$ cat config.mk
export PLATFORM = sky130hd
export DESIGN_NAME = inst_prefetch
export DESIGN_NICKNAME = d
export VERILOG_FILES = /design/src/rtl/cpu_pkg.sv /design/src/rtl/inst_fifo.sv /design/src/rtl/inst_prefetch.sv
export SDC_FILE = /design/constraint.sdc
export NUM_CORES = 1
export LEC_CHECK = 0
export ABC_CLOCK_PERIOD_IN_PS = 5190
export CAP_MARGIN = 20
export CELL_PAD_IN_SITES_DETAIL_PLACEMENT = 0
export CELL_PAD_IN_SITES_GLOBAL_PLACEMENT = 2
export CORE_AREA = 2 2 142 144
export DETAILED_ROUTE_END_ITERATION = 8
export DIE_AREA = 0 0 144 146
export DONT_BUFFER_PORTS = 1
export PLACE_DENSITY = 0.74
export SLEW_MARGIN = 40
export SYNTH_ARGS = -nofsm -noshare
export SYNTH_HDL_FRONTEND = slang
export SYNTH_HIERARCHICAL = 1
export SYNTH_SLANG_ARGS = --single-unit
export TNS_END_PERCENT = 50
$ cat constraint.sdc
create_clock -name clk -period 5.19 [get_ports clk]
set_input_delay 0.7785 -clock clk [delete_from_list [all_inputs] [get_ports clk]]
set_output_delay 0.7785 -clock clk [all_outputs]
set_load 0.03 [all_outputs]
$ cat src/rtl/cpu_pkg.sv
// Shared CPU front-end definitions: default datapath widths and the fetch FSM states.
package cpu_pkg;

    localparam int ADDRESS_WIDTH_DEFAULT    = 6;
    localparam int INSTRUCTION_SIZE_DEFAULT = 32;

    typedef enum logic [1:0] {
        FETCH = 2'd0,
        HOLD  = 2'd1,
        FLUSH = 2'd2
    } fetchState_t;

endpackage

$ cat src/rtl/inst_fifo.sv
// Prefetch buffer: circular FIFO of {instruction, pc} with a registered head entry.
// A flush empties it and wins over any push or pop in the same cycle.
module inst_fifo
    import cpu_pkg::*;
#(
    parameter int ADDRESS_WIDTH    = ADDRESS_WIDTH_DEFAULT,
    parameter int INSTRUCTION_SIZE = INSTRUCTION_SIZE_DEFAULT,
    parameter int DEPTH            = 4
) (
    input  logic                        clk,
    input  logic                        rst,
    input  logic                        i_push,
    input  logic [INSTRUCTION_SIZE-1:0] i_pushInstr,
    input  logic [ADDRESS_WIDTH-1:0]    i_pushPc,
    input  logic                        i_pop,
    input  logic                        i_flush,
    output logic                        o_valid,
    output logic [INSTRUCTION_SIZE-1:0] o_instr,
    output logic [ADDRESS_WIDTH-1:0]    o_pc,
    output logic [$clog2(DEPTH):0]      o_level
);

    localparam int PW = $clog2(DEPTH);

    logic [INSTRUCTION_SIZE-1:0] r_memInstr [DEPTH];
    logic [ADDRESS_WIDTH-1:0]    r_memPc    [DEPTH];
    logic [PW-1:0]               r_rdPtr;
    logic [PW-1:0]               r_wrPtr;
    logic [PW:0]                 r_count;
    logic                        r_valid;
    logic [INSTRUCTION_SIZE-1:0] r_headInstr;
    logic [ADDRESS_WIDTH-1:0]    r_headPc;

    logic                        w_doPop;
    logic [PW-1:0]               w_rdNext;
    logic [PW:0]                 w_countNext;

    assign w_doPop     = i_pop && r_valid;
    assign w_rdNext    = r_rdPtr + PW'(w_doPop);
    assign w_countNext = r_count + (PW+1)'(i_push) - (PW+1)'(w_doPop);

    always_ff @(posedge clk) begin
        if (i_push && !i_flush) begin
            r_memInstr[r_wrPtr] <= i_pushInstr;
            r_memPc[r_wrPtr]    <= i_pushPc;
        end
    end

    // The head register takes the pushed word directly when it becomes the only live entry.
    always_ff @(posedge clk or negedge rst) begin
        if (!rst) begin
            r_rdPtr     <= '0;
            r_wrPtr     <= '0;
            r_count     <= '0;
            r_valid     <= 1'b0;
            r_headInstr <= '0;
            r_headPc    <= '0;
        end else if (i_flush) begin
            r_rdPtr <= '0;
            r_wrPtr <= '0;
            r_count <= '0;
            r_valid <= 1'b0;
        end else begin
            if (i_push) begin
                r_wrPtr <= r_wrPtr + PW'(1);
            end
            r_rdPtr <= w_rdNext;
            r_count <= w_countNext;
            r_valid <= (w_countNext != '0);
            if (w_countNext != '0) begin
                if (i_push && (w_rdNext == r_wrPtr)) begin
                    r_headInstr <= i_pushInstr;
                    r_headPc    <= i_pushPc;
                end else begin
                    r_headInstr <= r_memInstr[w_rdNext];
                    r_headPc    <= r_memPc[w_rdNext];
                end
            end
        end
    end

    assign o_valid = r_valid;
    assign o_instr = r_headInstr;
    assign o_pc    = r_headPc;
    assign o_level = r_count;

endmodule

$ cat src/rtl/inst_prefetch.sv
// Instruction prefetcher: credit-limited sequential fetch into inst_fifo, with redirect flush
// that cancels the in-flight memory response.
module inst_prefetch
    import cpu_pkg::*;
#(
    parameter int ADDRESS_WIDTH    = ADDRESS_WIDTH_DEFAULT,
    parameter int INSTRUCTION_SIZE = INSTRUCTION_SIZE_DEFAULT,
    parameter int DEPTH            = 4
) (
    input  logic                        clk,
    input  logic                        rst,
    output logic                        imem_req,
    output logic [ADDRESS_WIDTH-1:0]    imem_addr,
    input  logic [INSTRUCTION_SIZE-1:0] imem_rdata,
    input  logic                        redirect,
    input  logic [ADDRESS_WIDTH-1:0]    redirect_pc,
    output logic                        out_valid,
    input  logic                        out_ready,
    output logic [INSTRUCTION_SIZE-1:0] out_instr,
    output logic [ADDRESS_WIDTH-1:0]    out_pc,
    output logic [$clog2(DEPTH):0]      level
);

    localparam int CW = $clog2(DEPTH) + 2;

    fetchState_t              r_state;
    logic [ADDRESS_WIDTH-1:0] r_pc;
    logic                     r_active;
    logic                     r_inflight;
    logic [ADDRESS_WIDTH-1:0] r_inflightPc;

    logic [CW-1:0]            w_used;
    logic                     w_credit;
    logic                     w_issue;
    logic                     w_pop;

    // A request already in flight is counted as occupied so the buffer can never overflow.
    assign w_used   = CW'(level) + CW'(r_inflight);
    assign w_credit = w_used < CW'(DEPTH);
    assign w_issue  = r_active && (r_state != HOLD) && w_credit;
    assign w_pop    = out_valid && out_ready && !redirect;

    assign imem_req  = w_issue;
    assign imem_addr = r_pc;

    always_ff @(posedge clk or negedge rst) begin
        if (!rst) begin
            r_state      <= FETCH;
            r_pc         <= '0;
            r_active     <= 1'b0;
            r_inflight   <= 1'b0;
            r_inflightPc <= '0;
        end else begin
            r_active <= 1'b1;
            if (redirect) begin
                r_state    <= FLUSH;
                r_pc       <= redirect_pc;
                r_inflight <= 1'b0;
            end else begin
                r_inflight <= w_issue;
                if (w_issue) begin
                    r_pc         <= r_pc + ADDRESS_WIDTH'(1);
                    r_inflightPc <= r_pc;
                end
                case (r_state)
                    FETCH:   if (!w_credit) r_state <= HOLD;
                    HOLD:    if (w_pop) r_state <= FETCH;
                    FLUSH:   r_state <= FETCH;
                    default: r_state <= FETCH;
                endcase
            end
        end
    end

    inst_fifo #(
        .ADDRESS_WIDTH    (ADDRESS_WIDTH),
        .INSTRUCTION_SIZE (INSTRUCTION_SIZE),
        .DEPTH            (DEPTH)
    ) uFifo (
        .clk         (clk),
        .rst         (rst),
        .i_push      (r_inflight),
        .i_pushInstr (imem_rdata),
        .i_pushPc    (r_inflightPc),
        .i_pop       (w_pop),
        .i_flush     (redirect),
        .o_valid     (out_valid),
        .o_instr     (out_instr),
        .o_pc        (out_pc),
        .o_level     (level)
    );

endmodule

Word level (Yosys, flattened, before mapping)

Memories as Yosys holds them, arrays and structs flattened. A register that Yosys moved wholly into a read port is not among the register bits.
Cells that the tools add are included.
Widths: inputs -> output; s select.

Bits in registers: 24
Bits in latches: 0
Bits in writable memories: 152
Bits in read-only memories: 0
Input bits: 42
Output and inout port bits: 49
Logic and storage cells: 53
Memories: 2

Memory list:

| memory           | words | width | read ports | clocked after Yosys merged registers in | wr ports | RTL line        | text |
|---|---|---|---|---|---|---|---|
| uFifo.r_memInstr | 4     | 32    | 1          | 1                                       | 1        | inst_fifo.sv:25 | `logic [INSTRUCTION_SIZE-1:0] r_memInstr [DEPTH];` |
| uFifo.r_memPc    | 4     | 6     | 1          | 1                                       | 1        | inst_fifo.sv:26 | `logic [ADDRESS_WIDTH-1:0] r_memPc [DEPTH];` |

Add/subtract/negate cells: 6
$mul: 0
Div/mod/pow operators: 0
$lt $le $gt $ge: 1
Equal/unequal tests: 4
Shift-type cells: 0
Muxes and demuxes: 14
Bitwise operators: 1
Reduce and logical (&&, ||, !) cells: 16

Operator list:

| kind                | number |
|---|---|
| $mux 2              | 6 |
| $mux 6              | 2 |
| $add 6x1->6 const B | 1 |
| $logic_and 1x1->1   | 6 |
| $reduce_and 2->1    | 3 |
| $add 3x1->4         | 1 |
| $lt 4x3->1 const B  | 1 |
| $mux 1              | 4 |
| $pmux 2 s2          | 1 |
| $reduce_bool 2->1   | 2 |
| $add 3x1->3         | 1 |
| $logic_not 1->1     | 3 |
| $mux 3              | 1 |
| $ne 3x2->1 const B  | 1 |
| $ne 3x3->1 const B  | 1 |
| $reduce_bool 3->1   | 1 |
| $sub 3x1->3         | 1 |
| $add 2x1->2         | 1 |
| $add 2x1->2 const B | 1 |
| $eq 2x1->1 const B  | 1 |
| $logic_not 2->1     | 1 |
| $ne 2x1->1 const B  | 1 |
| $not 1->1           | 1 |

Longest topological paths before layout

Depth in word-level cells: 6
Mapped depth: 15
Gate-level depth less buffers: 13

Modules after synthesis

The synthesis kept the hierarchy.

Modules (own cells, without submodules):

| module        | times used | cells each | area each (um^2) | sequential area each (um^2) |
|---|---|---|---|---|
| inst_fifo     | 1          | 451        | 7,851.3          | 5,715.5 |
| inst_prefetch | 1          | 63         | 769.5            | 400.4 |

Least setup slack after synthesis

Ideal clock, no wire load.

Path kind: input-to-reg
From: in redirect
To: reg uFifo.r_headInstr[13], in the netlist uFifo/o_instr[13] (read register of uFifo.r_memInstr)
Library setup time: 120 ps
Arrival time: 2,969 ps
Data required time: 5,070 ps
Slack: 2,101 ps
Cell stages on the path: 14
Buffers on the path: 3
Cells stage by stage: clkbuf_1 nor2_1 and2_1 ha_1 inv_1 ha_1 inv_1 fa_1 xnor3_1 a31o_1 buf_6 buf_6 a21oi_2 a21oi_2

Word-level cells in the longest chain between the ends: 6
Elaborated cells between the ends (all ways): 8
Classes of those cells: add/sub: 2; bitwise: 1; reduce/logical: 5

RTL lines:

| item                              | RTL line            | text |
|---|---|---|
| start, declared                   | inst_prefetch.sv:15 | `input logic redirect,` |
| $logic_not 1->1 (*)               | inst_prefetch.sv:41 | `assign w_pop = out_valid && out_ready && !redirect;` |
| $logic_and 1x1->1 (*)             | inst_prefetch.sv:41 |  |
| net w_pop                         | inst_prefetch.sv:35 | `logic w_pop;` |
| $logic_and 1x1->1 (*)             | inst_fifo.sv:38     | `assign w_doPop = i_pop && r_valid;` |
| $sub 3x1->3                       | inst_fifo.sv:40     | `assign w_countNext = r_count + (PW+1)'(i_push) - (PW+1)'(w_doPop);` |
| $reduce_bool 3->1                 | inst_fifo.sv:70     | `if (w_countNext != '0) begin` |
| $reduce_and 2->1 (no source line) | --                  |  |
| end, declared                     | inst_fifo.sv:31     | `logic [INSTRUCTION_SIZE-1:0] r_headInstr;` |

The timed path passes the listed nets; every way through them passes the cells marked *.
A chain may end at the register's enable or synchronous reset.

Final worst setup path

From: reg uFifo.r_valid, in the netlist uFifo/o_valid
To: reg uFifo.r_headInstr[21], in the netlist uFifo/o_instr[21] (read register of uFifo.r_memInstr)

Word-level cells in the longest chain between the ends: 6
Elaborated cells between the ends (all ways): 7
Classes of those cells: add/sub: 2; reduce/logical: 5

RTL lines:

| item                                | RTL line            | text |
|---|---|---|
| start, declared                     | inst_fifo.sv:30     | `logic r_valid;` |
| start signal, assigned              | inst_fifo.sv:69     | `r_valid <= (w_countNext != '0);` |
| $logic_and 1x1->1 (*) (2 in series) | inst_prefetch.sv:41 |  |
| net w_pop                           | inst_prefetch.sv:35 |  |
| $logic_and 1x1->1 (*)               | inst_fifo.sv:38     |  |
| $sub 3x1->3                         | inst_fifo.sv:40     |  |
| $reduce_bool 3->1                   | inst_fifo.sv:70     |  |
| $reduce_and 2->1 (no source line)   | --                  |  |

Marks and branches as above.

==> flow_summary.json <==
{
  "setup_viol": 0,
  "ys_async_sr_fraction_pct": 29.0,
  "yosysTopAreaCell": "edfxtp_1",
  "drt_iter0_drc": 235,
  "yosysSeqAreaShare_pct": 70.9,
  "mostFrequentLayoutCell": "edfxtp_1",
  "powerDensity_nw_per_um2": 507,
  "path_max_fanout": 39,
  "ff2ff_setup_slack_ns": 1.92,
  "num_vias": 4224,
  "dpl.hpwl_um": 9230,
  "status": "completed",
  "area_growth_pct": 10.6,
  "final_cell_mix": "edfxtp_1, dfrtp_1, a21oi_1, nor2_1, nand2_1",
  "syn_avg_cell_area_sq_um": 16.8,
  "core.rowCount": 51,
  "fin_setup_tns_ns": 0,
  "die_h_um": 146,
  "synthesis.area_sq_um": 8620,
  "slew_headroom_pct": 43.9,
  "antenna_cells": 0,
  "fin_nets": 565,
  "clk_latency_ns": 0.49,
  "synth_cell_types": 37,
  "drv_cap": 0,
  "drive_gt1_share_pct": 23.6,
  "clk_path_buf_depth": 3,
  "setup_ws_ns": 1.92,
  "wl_per_cell_um": 20.9,
  "end_kind": "flop",
  "hp-class": "input pin to async pin",
  "fmax_mhz": 305,
  "cts_tree": "built",
  "setup.worst_path.start_class": "flop",
  "firstDrtPassIters": 4,
  "ant_nets": 0,
  "cts_resized": 0,
  "rr_startpoint": "uFifo/o_valid",
  "cts_max_level": 1,
  "drc": 0,
  "grt_pass1_vias": 4508,
  "tightestPinTransition_ns": 0.840,
  "drv_slew": 0,
  "grt_max_degree": 63,
  "ff2ff_path_depth": 13,
  "viasPerCell": 5.31,
  "rsz0062_at_grt": "no",
  "io_buffer_count": 0,
  "final-hold-violation-count": 0,
  "crit_arrival_ns": 3.69,
  "drt_wl_total_um": 16700,
  "yosysTopAreaCellShare_pct": 52.9,
  "post-cts-setup-buffer-count": 0,
  "cp-endpoint": "uFifo/o_instr[21]",
  "synth-edff-count": 152,
  "postSynthCellCount": 514,
  "grt_pass1_wl_um": 26400,
  "core_area_sq_um": 19300,
  "power.leakage_nw": 3.33,
  "cts-root-buf": "clkbuf_16",
  "grt-ovfl-total": 0,
  "dieArea_sq_um": 21000,
  "initial_core_util_pct": 44.6,
  "path_clk_slew_ns": 0.06,
  "skew_ns": 0.00902,
  "routabilityCongestion": 0.784,
  "cts_hold_buf": 1,
  "place_ws_ns": 1.78,
  "ys_ff_latch": 214,
  "ys_warn_count": 6,
  "fin_crit_sh_pct": 63.1,
  "utilization_pct": 49.3,
  "grt_usage_pct": 16.4,
  "die_width_um": 144,
  "vdd_ir_drop_max_v": 0.000205,
  "io_pins": 91,
  "cts.sinks": 214,
  "period_needed_ns": 3.27,
  "antenna_found_initial": 0,
  "synth_area_leaders": "edfxtp_1, dfrtp_1, mux4_2, a21oi_2, a21oi_1",
  "setup.worst_path.class": "flop to flop",
  "cp.required_ns": 5.61,
  "synth_ff_type": "edfxtp_1",
  "cts_buffers": 22,
  "timing.rr.end": "uFifo/o_instr[21]",
  "syn-num-nets": 565,
  "whs_ns": 0.156,
  "cp-startpoint": "uFifo/o_valid"
}
metal layers:
metal / vias to the layer above / GRT usage [%] / share of wire, %
met5: - / 0 / 0
met4: 0 / 3.28 / 1.2
met3: 16 / 4.24 / 7.0
met2: 115 / 26.3 / 49
met1: 2167 / 23.0 / 43
li1: 1926 / - / -
registers in the layout, summed over array words and instances (netlist names):
| register | flops |
|---|---|
| uFifo/r_memInstr | 128 |
| uFifo/r_rdPtr | 2 |
| r_inflightPc | 6 |
| uFifo/o_instr | 32 |
| r_active | 1 |
| uFifo/r_wrPtr | 2 |
| imem_addr | 6 |
| r_state | 2 |
| uFifo/r_memPc | 24 |
| r_inflight | 1 |
| uFifo/o_valid | 1 |
| uFifo/o_pc | 6 |
| uFifo/o_level | 3 |
through the flow:
step / instance area [sq um] / cells / total power, mW
after floorplan: 8620 / 514 / 3.24
after global placement: 8810 / 754 / 3.38
after detailed placement: 8820 / 754 / 3.41
after CTS: 9530 / 795 / 4.91
after global routing: 9530 / 795 / 5.10
final: 9530 / 795 / 4.84
worst min-delay path by stage:
stage | end | from | slack (ns)
floorplan | r_state[0] | r_state[1] | 0.40
global placement | r_state[0] | r_state[1] | 0.41
detailed placement | r_state[0] | r_state[1] | 0.42
CTS | uFifo/o_instr[12] | rst | 0.17
global route | uFifo/o_instr[18] | rst | 0.16
finish | uFifo/o_instr[31] | rst | 0.16
final cells by class:
class                      instances  area [sq um]
timing repair buffer               5          61.3
multi-input combinational        261          2310
clock inverter                     8          40.0
tap                              265           332
fill                            1618          9800
inverter                          10          37.5
clock buffer                      32           639
sequential                       214          6120
cells in the mapped netlist (5+ instances only):
cell type    n
buf_6       11
ha_1         8
and2_1       5
nand2_1     43
edfxtp_1   152
mux2_4       6
buf_2       11
a21oi_1     47
nor2_1      45
a21oi_2     30
dfrtp_1     62
inv_1        9
mux4_2      38
power breakdown:
part / switching [mW] / internal, mW
Combinational: 0.441 / 0.318
Clock: 0.612 / 0.854
Sequential: 0.525 / 2.09
worst max-delay path: stages (launching register included):
cell and delay, ns:
dfrtp_1 0.56, nand2_1 0.13, nor2_1 0.09, and2_1 0.20
ha_1 0.25, inv_1 0.06, ha_1 0.12, inv_1 0.04
fa_1 0.38, xnor3_1 0.21, a31o_2 0.28, inv_2 0.61
nor2_1 0.11, a21oi_2 0.13
logic make-up (layout without fill, tap and decap cells):
kind of cell	Yosys count	in the layout	synth area share, %
multiplexers	47	47	11.3
other	1	1	0.0435
flip-flops	214	214	70.9
AO/OA/AOI/OAI	85	85	6.57
buffers and inverters	39	55	2.95
adder cells (fa/ha/maj)	9	9	1.39
XOR/XNOR	9	9	1.23
AND/OR/NAND/NOR	110	110	5.53
(Power assumes the default switching activity.)
